`src/rtl/serial_subtractor_if.sv`:
```
// Handshake and result bundle for serial_subtractor.
// The requester drives start/operands; the engine drives results and status.
interface serial_subtractor_if #(
    parameter int unsigned WIDTH = 8
);
    logic             start;
    logic [WIDTH-1:0] a;
    logic [WIDTH-1:0] b;
    logic             borrow_in;
    logic [WIDTH-1:0] diff;
    logic             borrow;
    logic             overflow;
    logic             zero;
    logic             busy;
    logic             done;

    modport master (
        output start, a, b, borrow_in,
        input  diff, borrow, overflow, zero, busy, done
    );

    modport slave (
        input  start, a, b, borrow_in,
        output diff, borrow, overflow, zero, busy, done
    );
endinterface

```
`src/rtl/serial_subtractor.sv`:
```
// Digit-serial subtractor: diff = a - b - borrow_in, DIGIT bits per cycle,
// LSB slice first, with the borrow registered between slices.
module serial_subtractor #(
    parameter int unsigned WIDTH = 8,
    parameter int unsigned DIGIT = 1
) (
    input logic                clk,
    input logic                rst,
    serial_subtractor_if.slave bus
);
    localparam int unsigned N     = WIDTH / DIGIT;
    localparam int unsigned CNT_W = (N > 1) ? $clog2(N) : 1;
    localparam logic [CNT_W-1:0] LAST = CNT_W'(N - 1);

    localparam logic [1:0] StIdle = 2'd0;
    localparam logic [1:0] StRun  = 2'd1;
    localparam logic [1:0] StDone = 2'd2;

    logic [1:0]       state_q, state_d;
    logic [WIDTH-1:0] a_q, a_d;
    logic [WIDTH-1:0] b_q, b_d;
    logic [WIDTH-1:0] work_q, work_d;
    logic             br_q, br_d;
    logic             a_msb_q, a_msb_d;
    logic             b_msb_q, b_msb_d;
    logic [CNT_W-1:0] cnt_q, cnt_d;
    logic [WIDTH-1:0] diff_q, diff_d;
    logic             borrow_q, borrow_d;
    logic             overflow_q, overflow_d;
    logic             zero_q, zero_d;

    logic [DIGIT:0]   slice;
    logic [WIDTH-1:0] work_next;

    // One slice of the borrow chain, and the working result with it shifted in at the top.
    always_comb begin
        slice = {1'b0, a_q[DIGIT-1:0]} - {1'b0, b_q[DIGIT-1:0]} - {{DIGIT{1'b0}}, br_q};
        work_next = (work_q >> DIGIT) | (WIDTH'(slice[DIGIT-1:0]) << (WIDTH - DIGIT));
    end

    // FSM next state, operand capture, slice stepping and result load.
    always_comb begin
        state_d    = state_q;
        a_d        = a_q;
        b_d        = b_q;
        work_d     = work_q;
        br_d       = br_q;
        a_msb_d    = a_msb_q;
        b_msb_d    = b_msb_q;
        cnt_d      = cnt_q;
        diff_d     = diff_q;
        borrow_d   = borrow_q;
        overflow_d = overflow_q;
        zero_d     = zero_q;
        case (state_q)
            StIdle, StDone: begin
                if (bus.start) begin
                    a_d     = bus.a;
                    b_d     = bus.b;
                    a_msb_d = bus.a[WIDTH-1];
                    b_msb_d = bus.b[WIDTH-1];
                    br_d    = bus.borrow_in;
                    work_d  = '0;
                    cnt_d   = '0;
                    state_d = StRun;
                end else begin
                    state_d = StIdle;
                end
            end
            StRun: begin
                a_d    = a_q >> DIGIT;
                b_d    = b_q >> DIGIT;
                br_d   = slice[DIGIT];
                work_d = work_next;
                cnt_d  = cnt_q + CNT_W'(1);
                if (cnt_q == LAST) begin
                    // Overflow uses the captured sign bits; the shift registers are spent.
                    diff_d     = work_next;
                    borrow_d   = slice[DIGIT];
                    overflow_d = (a_msb_q ^ b_msb_q) & (work_next[WIDTH-1] ^ a_msb_q);
                    zero_d     = (work_next == '0);
                    state_d    = StDone;
                end
            end
            default: state_d = StIdle;
        endcase
    end

    // State registers; reset aborts any operation and clears the results.
    always_ff @(posedge clk or posedge rst) begin
        if (rst) begin
            state_q    <= StIdle;
            a_q        <= '0;
            b_q        <= '0;
            work_q     <= '0;
            br_q       <= 1'b0;
            a_msb_q    <= 1'b0;
            b_msb_q    <= 1'b0;
            cnt_q      <= '0;
            diff_q     <= '0;
            borrow_q   <= 1'b0;
            overflow_q <= 1'b0;
            zero_q     <= 1'b0;
        end else begin
            state_q    <= state_d;
            a_q        <= a_d;
            b_q        <= b_d;
            work_q     <= work_d;
            br_q       <= br_d;
            a_msb_q    <= a_msb_d;
            b_msb_q    <= b_msb_d;
            cnt_q      <= cnt_d;
            diff_q     <= diff_d;
            borrow_q   <= borrow_d;
            overflow_q <= overflow_d;
            zero_q     <= zero_d;
        end
    end

    assign bus.diff     = diff_q;
    assign bus.borrow   = borrow_q;
    assign bus.overflow = overflow_q;
    assign bus.zero     = zero_q;
    assign bus.busy     = (state_q == StRun);
    assign bus.done     = (state_q == StDone);
endmodule

```
`src/flat_wrapper.sv`:
```
// flat-port wrapper written by rule: the top's interface ports become plain ports
module serial_subtractor_flat 
#(
    parameter int unsigned WIDTH = 8,
    parameter int unsigned DIGIT = 1
)
  (clk, rst, bus_start, bus_a, bus_b, bus_borrow_in, bus_diff, bus_borrow, bus_overflow, bus_zero, bus_busy, bus_done);
  serial_subtractor_if #(.WIDTH(WIDTH)) bus_i ();
  input logic clk;
  input logic rst;
  input wire logic [$bits(bus_i.start)-1:0] bus_start;
  input wire logic [$bits(bus_i.a)-1:0] bus_a;
  input wire logic [$bits(bus_i.b)-1:0] bus_b;
  input wire logic [$bits(bus_i.borrow_in)-1:0] bus_borrow_in;
  output wire logic [$bits(bus_i.diff)-1:0] bus_diff;
  output wire logic [$bits(bus_i.borrow)-1:0] bus_borrow;
  output wire logic [$bits(bus_i.overflow)-1:0] bus_overflow;
  output wire logic [$bits(bus_i.zero)-1:0] bus_zero;
  output wire logic [$bits(bus_i.busy)-1:0] bus_busy;
  output wire logic [$bits(bus_i.done)-1:0] bus_done;
  assign bus_i.start = bus_start;
  assign bus_i.a = bus_a;
  assign bus_i.b = bus_b;
  assign bus_i.borrow_in = bus_borrow_in;
  assign bus_diff = bus_i.diff;
  assign bus_borrow = bus_i.borrow;
  assign bus_overflow = bus_i.overflow;
  assign bus_zero = bus_i.zero;
  assign bus_busy = bus_i.busy;
  assign bus_done = bus_i.done;
  serial_subtractor #(.WIDTH(WIDTH), .DIGIT(DIGIT)) u_core (.clk(clk), .rst(rst), .bus(bus_i));
endmodule
```
`config.mk`:
```
export PLATFORM = sky130hd
export DESIGN_NAME = serial_subtractor_flat
export DESIGN_NICKNAME = d
export VERILOG_FILES = /design/src/rtl/serial_subtractor_if.sv /design/src/rtl/serial_subtractor.sv /design/src/flat_wrapper.sv
export SDC_FILE = /design/constraint.sdc
export NUM_CORES = 1
export LEC_CHECK = 0
export BUFFER_PORTS_ARGS = -buffer_cell sky130_fd_sc_hd__buf_2
export CORE_ASPECT_RATIO = 0.75
export CORE_MARGIN = 2
export CORE_UTILIZATION = 57
export CTS_BUF_LIST = sky130_fd_sc_hd__clkbuf_8
export DETAILED_ROUTE_END_ITERATION = 16
export HOLD_SLACK_MARGIN = 0.12
export PLACE_DENSITY = 0.82
export SLEW_MARGIN = 20
export SYNTH_ARGS = -nofsm -noshare
export SYNTH_HDL_FRONTEND = slang
export SYNTH_SLANG_ARGS = --single-unit
```
`constraint.sdc`:
```
create_clock -name clk -period 1.9 [get_ports clk]
set_clock_uncertainty 0.1 [all_clocks]
set_input_delay 0.095 -clock clk [delete_from_list [all_inputs] [get_ports clk]]
set_output_delay 0.095 -clock clk [all_outputs]
set_load 0.03 [all_outputs]
```
==> metrics.md, run 1 <==
| Metric | Value |
|---|---|
| FMAX | `588 MHz` |
| CTS tree | `yes` |
| First-pass DRT Iterations | `4` |
| Num CTS Buffers | `5` |
| Routed Antenna Nets | `0` |
| Initial Util | `0.598` |
| Post-CTS Hold Buffers | `18` |
| Vias in the first global route | `1379` |
| Startpoint Class | `flop` |
| Library cells used by synthesis | `24` |
| GRT Total Usage | `0.263` |
| Max cap viols | `0` |
| Clock sink count | `42` |
| Cell count after synthesis | `165` |
| Post-synthesis register bit count | `42` |
| Post-CTS Repair Setup Buffers | `0` |
| Post-layout util | `0.744` |
| Clk Latency, worst-skew pair | `290 ps` |
| Drt drc | `0` |
| Clock Pin Slew Worst Setup and Hold Paths | `70 ps` |
| Final setup vio count | `0` |
| Port Buffer Count | `32` |
| Critical path peak fanout | `5` |
| RSZ-0062 raised after global routing | `false` |
| WHS Path Cells | `4` |
| Mapped Nets | `188` |
| Ratio of cells with drive above 1 in the final layout | `0.236` |
| Root Driver | `clkbuf_8` |
| Seq/Total Area, Yosys | `0.594` |
| Final Slew Violations | `0` |
| Largest net degree at the start of global routing | `43` |
| PostCTS Resize Cnt | `0` |
| Via Count | `1438` |
| Core area | `0.00296 mm2` |
| Vias per cell | `5.64` |
| Headroom to the max-slew limit | `0.514` |
| Crit end category | `flop` |
| Nets | `239` |
| Die Height | `52.3 um` |
| I/O pin count | `33` |
| Final period util | `0.895` |
| Avg WL per Cell | `15.5 um` |
| P&R area growth vs syn | `24.3%` |
| Status | `finished, final reports clean` |
| First-pass GRT wire length | `6.57 mm` |
| 1st-iter DRT viols | `142` |
| Arr. time, crit path | `1810 ps` |
| Die footprint | `0.00357 mm2` |
| Drt total wl | `3.94 mm` |
| Standard-cell rows | `17` |
| CP Data Required Time | `2010 ps` |
| PD cells | `1690 mW/mm2` |
| Yosys warning total | `0` |
| Synthesized cell area | `0.00177 mm2` |
| DP HPWL | `2.24 mm` |
| VDD IR max | `0.938 mV` |
| Hold WS | `273 ps` |
| Final Hold Viols | `0` |
| Die W | `68.3 um` |
| Avg Cell Area, Syn | `10.7 um2` |
| Minimum clock period | `1700 ps` |
| Cell leakage power | `1.07 nW` |
| Setup TNS | `0 ps` |
| Fill cell count | `201` |
| Worst-margin pin slew | `729 ps` |
| CP Class | `flop to flop` |
| GP Congestion | `0.780` |
| H-Tree Depth | `2` |
| Register-to-Register Path Depth | `4` |
| Initial antenna violation count | `0` |
| CTS max path bufs | `2` |
| Global route overflow | `0` |
| Hold Crit Class | `primary input to flop` |
## cell usage in the layout (no fill, tap or decap)
| cell | n |
|---|---|
| dlygate4sd3_1 | 18 |
| and3b_1 | 1 |
| a31oi_1 | 15 |
| dfrtp_1 | 42 |
| inv_4 | 1 |
| nor4_1 | 1 |
| o21ai_0 | 5 |
| fa_1 | 1 |
| a22o_1 | 10 |
| nand3_1 | 1 |
| diode_2 | 1 |
| inv_1 | 5 |
| nor2b_1 | 2 |
| ha_1 | 2 |
| nand2b_1 | 2 |
| buf_4 | 4 |
| nand2_1 | 40 |
| o2bb2ai_1 | 1 |
| nor4b_1 | 1 |
| nand3b_2 | 1 |
| a21oi_1 | 1 |
| clkbuf_8 | 5 |
| buf_2 | 32 |
| nor2_1 | 17 |
| mux2_2 | 8 |
## cells in the mapped netlist, drive strengths merged
library cell	n	share of area
nand2	40	0.085
clkbuf	2	0.0042
ha	2	0.014
nor4	1	0.0035
nor2	17	0.036
and3b	1	0.0050
o2bb2ai	1	0.0050
a21oi	1	0.0028
a31oi	15	0.053
mux2	8	0.051
o21ai	5	0.014
a22o	10	0.050
inv	4	0.0099
nor4b	1	0.0050
nand2b	2	0.0071
nand3b	1	0.0064
fa	1	0.011
buf	8	0.033
nand3	1	0.0028
dfrtp	42	0.59
nor2b	2	0.0071
## worst paths after layout
| kind | startpoint | to | slack [ps] |
|---|---|---|---|
| max | u_core.br_q | u_core.bus.zero | 200 |
| min | bus_start | u_core.b_q[7] | 270 |
| max reg2reg | u_core.br_q | u_core.bus.zero | 200 |
| min reg2reg | u_core.bus.overflow | u_core.bus.overflow | 390 |
| max in group asynchronous | rst | u_core.state_q[1] | 970 |
| min in group asynchronous | rst | u_core.a_q[1] | 380 |
## worst max-delay path, stage by stage (launching register included)
cell	delay, ps
dfrtp_1	400
fa_1	610
nor4b_1	270
nand2_1	80
o21ai_0	160
## cells by family after synthesis
group                      count (synthesis)  synth area share
muxes                                      8            0.0509
AOI/OAI and AO/OA                         32             0.124
and+or+nand+nor                           66             0.158
DFF                                       42             0.594
adders and majority gates                  3            0.0255
buffers and inverters                     14            0.0474
## power by group
part	total (W)	switching [W]	internal (W)
clock	0.000522	0.000280	0.000242
sequential	0.00159	0.000280	0.00131
combinational	0.00161	0.000966	0.000644
total	0.00372	0.00153	0.00219
## registers in the layout (all words and copies together), names as in the netlist
| register | count |
|---|---|
| u_core.b_q | 8 |
| u_core.bus.overflow | 1 |
| u_core.b_msb_q | 1 |
| u_core.a_msb_q | 1 |
| u_core.a_q | 8 |
| u_core.bus.borrow | 1 |
| u_core.bus.diff | 8 |
| u_core.br_q | 1 |
| u_core.state_q | 2 |
| u_core.work_q | 7 |
| u_core.cnt_q | 3 |
| u_core.bus.zero | 1 |
## per-stage QoR
stage                     cells  worst slack [ps]  power, W  area (um2)
after floorplan             165               260   0.00277        1770
final                       255               199   0.00372        2200
after global routing        254               104   0.00401        2200
after CTS                   254               199   0.00369        2200
after global placement      229               283   0.00304        1940
after detailed placement    229               216   0.00313        1940
## per-layer routing
layer | wire [um] | share of wire | up-vias | GRT usage
met5 | 0 | 0 | - | 0
met3 | 183 | 0.046 | 9 | 0.0839
met1 | 1780 | 0.45 | 726 | 0.353
met2 | 1890 | 0.48 | 38 | 0.398
met4 | 85 | 0.022 | 0 | 0.103
li1 | - | - | 665 | -
## layout make-up
| class | instances | area (um2) | area share |
|---|---|---|---|
| Timing Repair Buffer | 54 | 370 | 0.168 |
| Inverter | 4 | 17.5 | 0.00796 |
| Sequential cell | 42 | 1050 | 0.478 |
| Tap cell | 38 | 47.5 | 0.0216 |
| Antenna cell | 1 | 2.50 | 0.00114 |
| Clock inverter | 2 | 7.51 | 0.00341 |
| Clock buffer | 5 | 68.8 | 0.0313 |
| Multi-Input combinational cell | 109 | 634 | 0.288 |
Power figures use the tool's default switching activity.
==> run 2: changes to the inputs <==
--- a/config.mk
+++ b/config.mk
@@ -12,7 +12,7 @@
 export CTS_BUF_LIST = sky130_fd_sc_hd__clkbuf_8
 export DETAILED_ROUTE_END_ITERATION = 16
 export HOLD_SLACK_MARGIN = 0.12
-export PLACE_DENSITY = 0.82
+export PLACE_DENSITY = 0.8
 export SLEW_MARGIN = 20
 export SYNTH_ARGS = -nofsm -noshare
 export SYNTH_HDL_FRONTEND = slang
==> run 2 against run 1 <==
  * Critical path type unchanged
  * Non-clock buffer count increased by 2
  * Total power increased by 0.85%
  * Setup slack got worse by 20 ps
  * Utilization increased by 0.42 points
  * Global-route usage decreased by 0.50 points
  * Sequential share of layout area decreased by 0.27 points
  * Clock-buffer cell count unchanged
  * Cell count increased by 0.39%
  * Via count decreased by 1.3%
  * Maximum frequency decreased by 1.2%
==> metrics.md, run 2 (same netlist as run 1, synthesis figures left out) <==
| Metric | Value |
|---|---|
| Status | `finished, final reports clean` |
| Die Height | `52.3 um (unchanged)` |
| Headroom to the max-slew limit | `0.534 (+0.0198)` |
| Finished Layout Cells | `256 (+0.39%)` |
| Final setup vio count | `0 (unchanged)` |
| Final period util | `0.906 (+0.0106)` |
| PostCTS Resize Cnt | `0 (unchanged)` |
| CTS tree | `yes` |
| I/O pin count | `33 (unchanged)` |
| Final setup margin | `179 ps (-20.2 ps)` |
| Arr. time, crit path | `1790 ps (-20 ps)` |
| Pwr Total | `0.00375 W (+0.85%)` |
| Clock sink count | `42 (unchanged)` |
| Met3 GRT Util | `0.0559 (-0.0280)` |
| ANT cells | `0 (-1)` |
| Post-CTS Hold Buffers | `18 (unchanged)` |
| GP Congestion | `0.807 (+3.4%)` |
| H-Tree Depth | `2 (unchanged)` |
| Port Buffer Count | `32 (unchanged)` |
| VDD IR max | `0.990 mV (+5.4%)` |
| Critical path peak fanout | `15 (+10)` |
| First-pass GRT wire length | `6.49 mm (-1.2%)` |
| Num CTS Buffers | `5 (unchanged)` |
| Commonest non-fill, non-tap cell in the layout | `dfrtp_1` |
| Setup WS pre-CTS | `215 ps (-0.122 ps)` |
| Critical Path Sink | `u_core.bus.diff[2]` |
| Final Hold Viols | `0 (unchanged)` |
| Post-CTS Repair Setup Buffers | `0 (unchanged)` |
| Root Driver | `clkbuf_8` |
| Largest net degree at the start of global routing | `43 (unchanged)` |
| Nets | `241 (+0.84%)` |
| Clk Latency, worst-skew pair | `290 ps (about the same)` |
| Die W | `68.3 um (unchanged)` |
| Met2 usage | `0.424 (+0.0259)` |
| PD cells | `1700 mW/mm2 (+0.28%)` |
| Vias per cell | `5.54 (-1.7%)` |
| Fill cell count | `197 (-2.0%)` |
| Avg WL per Cell | `15.2 um (-1.4%)` |
| Worst reg2reg startpoint | `u_core.cnt_q[0]` |
| Register-to-Register Path Depth | `4 (unchanged)` |
| Ratio of cells with drive above 1 in the final layout | `0.243 (+0.00701)` |
| CP startpoint | `u_core.cnt_q[0]` |
| DP HPWL | `2.38 mm (+6.1%)` |
| CP Data Required Time | `1960 ps (-50 ps)` |
| Drt total wl | `3.90 mm (-1.0%)` |
| CP Class | `flop to flop` |
| Grt met1 use | `0.333 (-0.0201)` |
| Placed cell count | `231 (+0.87%)` |
| Busiest grt layer | `met2` |
| Worst-margin pin slew | `700 ps (-29.8 ps)` |
| Die footprint | `0.00357 mm2 (unchanged)` |
| Initial antenna violation count | `0 (unchanged)` |
| Clock Pin Slew Worst Setup and Hold Paths | `80 ps (about the same)` |
| Routed Antenna Nets | `0 (unchanged)` |
| FMAX | `581 MHz (-1.2%)` |
| Final Slew Violations | `0 (unchanged)` |
| Via Count | `1419 (-1.3%)` |
| Max cap viols | `0 (unchanged)` |
| Flop-to-flop setup slack | `180 ps (-20 ps)` |
| Hold Crit Class | `primary input to flop` |
| 1st-iter DRT viols | `147 (+3.5%)` |
| Hold WS | `145 ps (-128 ps)` |
| Vias in the first global route | `1380 (+0.073%)` |
| Global route overflow | `0 (unchanged)` |
| Minimum clock period | `1720 ps (+20.2 ps)` |
| Drt drc | `0 (unchanged)` |
| R2r endpoint | `u_core.bus.diff[2]` |
| RSZ-0062 raised after global routing | `false` |
| Core area | `0.00296 mm2 (unchanged)` |
| Cell leakage power | `1.08 nW (+0.94%)` |
| CTS max path bufs | `2 (unchanged)` |
| Most frequent cells in the layout | `42 x dfrtp_1, 40 x nand2_1, 32 x buf_2, 18 x dlygate4sd3_1, 17 x nor2_1` |
| Standard-cell rows | `17 (unchanged)` |
| GRT Total Usage | `0.258 (-0.00496)` |
| P&R area growth vs syn | `25.0%` |
| First-pass DRT Iterations | `4 (unchanged)` |
| Startpoint Class | `flop` |
| Crit end category | `flop` |
| Initial Util | `0.598 (unchanged)` |
| Setup TNS | `0 ps (unchanged)` |
## run 2: cell types whose count changed in the layout (fill, tap and decap cells not counted)
cell | before | now
buf_4 | 4 | 6
diode_2 | 1 | 0
## run 2: layout make-up
type                            count  area (um2)  share of cell area
Timing Repair Buffer               56         385               0.174
Sequential cell                    42        1050               0.475
Clock buffer                        5        68.8              0.0311
Clock inverter                      2        7.51             0.00339
Inverter                            4        17.5             0.00792
Tap cell                           38        47.5              0.0215
Multi-Input combinational cell    109         634               0.287
## run 2: worst min-delay path by stage
| stage | start | end | slack (ps) | cells after the start |
|---|---|---|---|---|
| after floorplan | bus_a[7] | u_core.a_msb_q | 100 | 2 |
| after global placement | rst | u_core.a_q[5] | 140 | 3 |
| after detailed placement | rst | u_core.a_q[7] | 150 | 3 |
| after CTS | bus_start | u_core.a_msb_q | 150 | 4 |
| after global routing | bus_start | u_core.a_msb_q | 190 | 4 |
| final | bus_start | u_core.a_msb_q | 140 | 4 |
## run 2: report_power, final
part,internal [W],switching (W),total [W]
Combinational,0.000674,0.000979,0.00165
Clock,0.000242,0.000275,0.000517
Sequential,0.00131,0.000273,0.00158
Total,0.00222,0.00153,0.00375
## run 2: worst max-delay path: stages, from the launching register on
cell and delay, ps:
dfrtp_1 400, ha_1 220, ha_1 200, nand3b_2 290
mux2_2 390
## run 2: per-layer routing
metal | up-vias | part of all wire
met3 | 17 | 0.047
met2 | 50 | 0.50
li1 | 664 | -
met4 | 0 | 0.038
met1 | 688 | 0.41
met5 | - | 0
## run 2: through the flow
| stage | area [um2] | utilization |
|---|---|---|
| 4_1_cts | 2210 | 0.748 |
| 5_1_grt | 2210 | 0.748 |
| 3_3_place_gp | 1960 | 0.661 |
| 6_report | 2210 | 0.748 |
| 3_5_place_dp | 1960 | 0.661 |
| 2_1_floorplan | 1770 | - |
==> run 3: changes to the inputs <==
--- a/config.mk
+++ b/config.mk
@@ -6,13 +6,15 @@
 export NUM_CORES = 1
 export LEC_CHECK = 0
 export BUFFER_PORTS_ARGS = -buffer_cell sky130_fd_sc_hd__buf_2
+export CELL_PAD_IN_SITES_DETAIL_PLACEMENT = 0
+export CELL_PAD_IN_SITES_GLOBAL_PLACEMENT = 2
 export CORE_ASPECT_RATIO = 0.75
 export CORE_MARGIN = 2
-export CORE_UTILIZATION = 57
+export CORE_UTILIZATION = 36
 export CTS_BUF_LIST = sky130_fd_sc_hd__clkbuf_8
 export DETAILED_ROUTE_END_ITERATION = 16
 export HOLD_SLACK_MARGIN = 0.12
-export PLACE_DENSITY = 0.8
+export PLACE_DENSITY = 0.79
 export SLEW_MARGIN = 20
 export SYNTH_ARGS = -nofsm -noshare
 export SYNTH_HDL_FRONTEND = slang
==> run 3 against run 2 <==
  * Sequential share of layout area shrank 0.71 points
  * Sequential power is essentially flat
  * Via count shrank 3.7%
  * Utilization shrank 28 points
  * Highest routed layer unchanged
  * Die area grew 54%
  * Non-clock buffer count shrank 2
  * Largest cell class unchanged
  * Flip-flop and latch count is the same
  * Cell count grew 8.2%
  * Global-route usage shrank 9.7 points
  * Maximum frequency shrank 0.51%
  * Total power grew 0.67%
  * Combinational power shrank 3%
==> metrics.md, run 3 (same netlist as run 1, synthesis figures left out) <==
| Metric | Value |
|---|---|
| R2r endpoint | `u_core.bus.zero` |
| Final period util | `0.911 (+0.00468)` |
| Die W | `85.0 um (+24%)` |
| CP Depth | `4 (unchanged)` |
| Most frequent cells in the layout | `42 x dfrtp_1, 40 x nand2_1, 32 x buf_2, 18 x dlygate4sd3_1, 17 x nor2_1` |
| Initial antenna violation count | `0 (unchanged)` |
| Vias in the first global route | `1394 (+1.0%)` |
| Post-CTS Repair Setup Buffers | `0 (unchanged)` |
| VDD IR max | `0.633 mV (-36%)` |
| Vias per cell | `4.93 (-11%)` |
| Critical Path Sink | `u_core.bus.zero` |
| Final Hold Viols | `0 (unchanged)` |
| Avg WL per Cell | `14.1 um (-7.6%)` |
| Initial Util | `0.367 (-0.231)` |
| Worst reg2reg startpoint | `u_core.br_q` |
| P&R area growth vs syn | `26.9%` |
| First-pass GRT wire length | `6.82 mm (+5.1%)` |
| FMAX | `578 MHz (-0.51%)` |
| CP startpoint | `u_core.br_q` |
| Nets | `239 (-0.83%)` |
| Register-to-Register Path Depth | `4 (unchanged)` |
| Placed cell areas | `0.00197 mm2 (+0.64%)` |
| Clock sink count | `42 (unchanged)` |
| Root Driver | `clkbuf_8` |
| Final Cell Area | `0.00225 mm2 (+1.5%)` |
| Arr. time, crit path | `1850 ps (+60 ps)` |
| ANT cells | `0 (unchanged)` |
| Die Height | `64.7 um (+24%)` |
| Global route overflow | `0 (unchanged)` |
| Num CTS Buffers | `5 (unchanged)` |
| First-pass DRT Iterations | `4 (unchanged)` |
| Final Slew Violations | `0 (unchanged)` |
| Flop-to-flop setup slack | `170 ps (about the same)` |
| GP Congestion | `0.744 (-7.7%)` |
| PD cells | `1680 mW/mm2 (-0.85%)` |
| Status | `finished, final reports clean` |
| Cell leakage power | `1.08 nW (-0.28%)` |
| Largest net degree at the start of global routing | `43 (unchanged)` |
| Critical path peak fanout | `5 (-10)` |
| CP Class | `flop to flop` |
| Drt drc | `0 (unchanged)` |
| Pwr Total | `0.00378 W (+0.67%)` |
| Hold Crit Class | `primary input to flop` |
| Worst-margin pin slew | `742 ps (+42.8 ps)` |
| Max cap viols | `0 (unchanged)` |
| Slowest cell on crit path | `fa_1` |
| I/O pin count | `33 (unchanged)` |
| GRT Total Usage | `0.161 (-0.0966)` |
| Clock Pin Slew Worst Setup and Hold Paths | `80 ps (about the same)` |
| CP Data Required Time | `2020 ps (+60 ps)` |
| Crit path buf inv count | `0 (unchanged)` |
| Headroom to the max-slew limit | `0.503 (-0.0303)` |
| Setup TNS | `0 ps (unchanged)` |
| H-Tree Depth | `2 (unchanged)` |
| Final setup vio count | `0 (unchanged)` |
| Ratio of cells with drive above 1 in the final layout | `0.249 (+0.00573)` |
| Crit path cell chain | `fa_1, nor4b_2, nand2_1, o21ai_0` |
| Port Buffer Count | `32 (unchanged)` |
| DP HPWL | `2.54 mm (+7.0%)` |
| Minimum clock period | `1730 ps (+8.88 ps)` |
| Startpoint Class | `flop` |
| Via Count | `1366 (-3.7%)` |
| 1st-iter DRT viols | `53 (-64%)` |
| Routed Antenna Nets | `0 (unchanged)` |
| Slowest Stage Delay on Critical Path | `660 ps (+260 ps)` |
| CTS tree | `yes` |
| RSZ-0062 raised after global routing | `false` |
| CTS max path bufs | `2 (unchanged)` |
| Core area | `0.00482 mm2 (+63%)` |
| Commonest non-fill, non-tap cell in the layout | `dfrtp_1` |
| Standard-cell rows | `22 (+5)` |
| Die footprint | `0.00550 mm2 (+54%)` |
| Clk Latency, worst-skew pair | `300 ps (about the same)` |
| Crit end category | `flop` |
| Drt total wl | `3.90 mm (about the same)` |
| Crit path max-delay family | `adder cells` |
==> run 3: changes by cell type in the layout (fill, tap and decap cells not counted) <==
cell	before	now
buf_4	6	4
clkbuf_8	5	6
clkinv_2	0	1
inv_1	5	4
nor4b_1	1	0
nor4b_2	0	1
==> run 3: how the worst min path moves through the flow <==
stage | endpoint | from | cells after the start | slack [ps]
after global placement | u_core.a_q[0] | rst | 3 | 150
after CTS | u_core.state_q[0] | bus_start | 4 | 190
final | u_core.state_q[0] | bus_start | 4 | 180
after global routing | u_core.state_q[0] | bus_start | 4 | 200
after floorplan | u_core.a_msb_q | bus_a[7] | 2 | 100
after detailed placement | u_core.a_msb_q | rst | 3 | 160
==> run 3: cell type report <==
type / instances / area (um2)
Clock inverter: 2 / 8.76
Fill cell: 460 / 2570
Clock buffer: 6 / 82.6
Tap cell: 60 / 75.1
Sequential cell: 42 / 1050
Inverter: 4 / 17.5
Multi-Input combinational cell: 109 / 641
Timing Repair Buffer: 54 / 370
==> run 3: power breakdown <==
group	total [W]	switching [W]	internal (W)
Sequential	0.00158	0.000278	0.00131
Combinational	0.00160	0.000955	0.000648
Clock	0.000589	0.000301	0.000288
Total	0.00378	0.00153	0.00224
==> run 3: per-layer routing <==
metal	routed length [um]	GRT usage	up-vias	share of wire
li1	-	-	660	-
met1	1920	0.220	673	0.49
met2	1770	0.242	26	0.45
met3	160	0.0484	7	0.041
met4	51	0.0595	0	0.013
met5	0	0	-	0
==> run 3: tightest hold or removal path: cells and delay by family <==
kind	cells	cell delay, ps
buffers and inverters	2	300
AOI/OAI and AO/OA	1	90
and+or+nand+nor	1	60
==> run 3: stage by stage <==
step                      setup slack [ps]  hold slack, ps  std cells   util
after floorplan                        260             100        165      -
after global placement                 153             147        251  0.409
after detailed placement              85.9             160        251  0.409
after CTS                             65.1             190        277  0.465
after global routing                  4.58             198        277  0.466
final                                  170             184        277  0.466
==> run 3: what timing repair did <==
item                                   CTS  global route
hold buffers                            18             0
endpoints found under the hold margin   61             0
resized for setup                        0             1
setup endpoints to repair                0             1
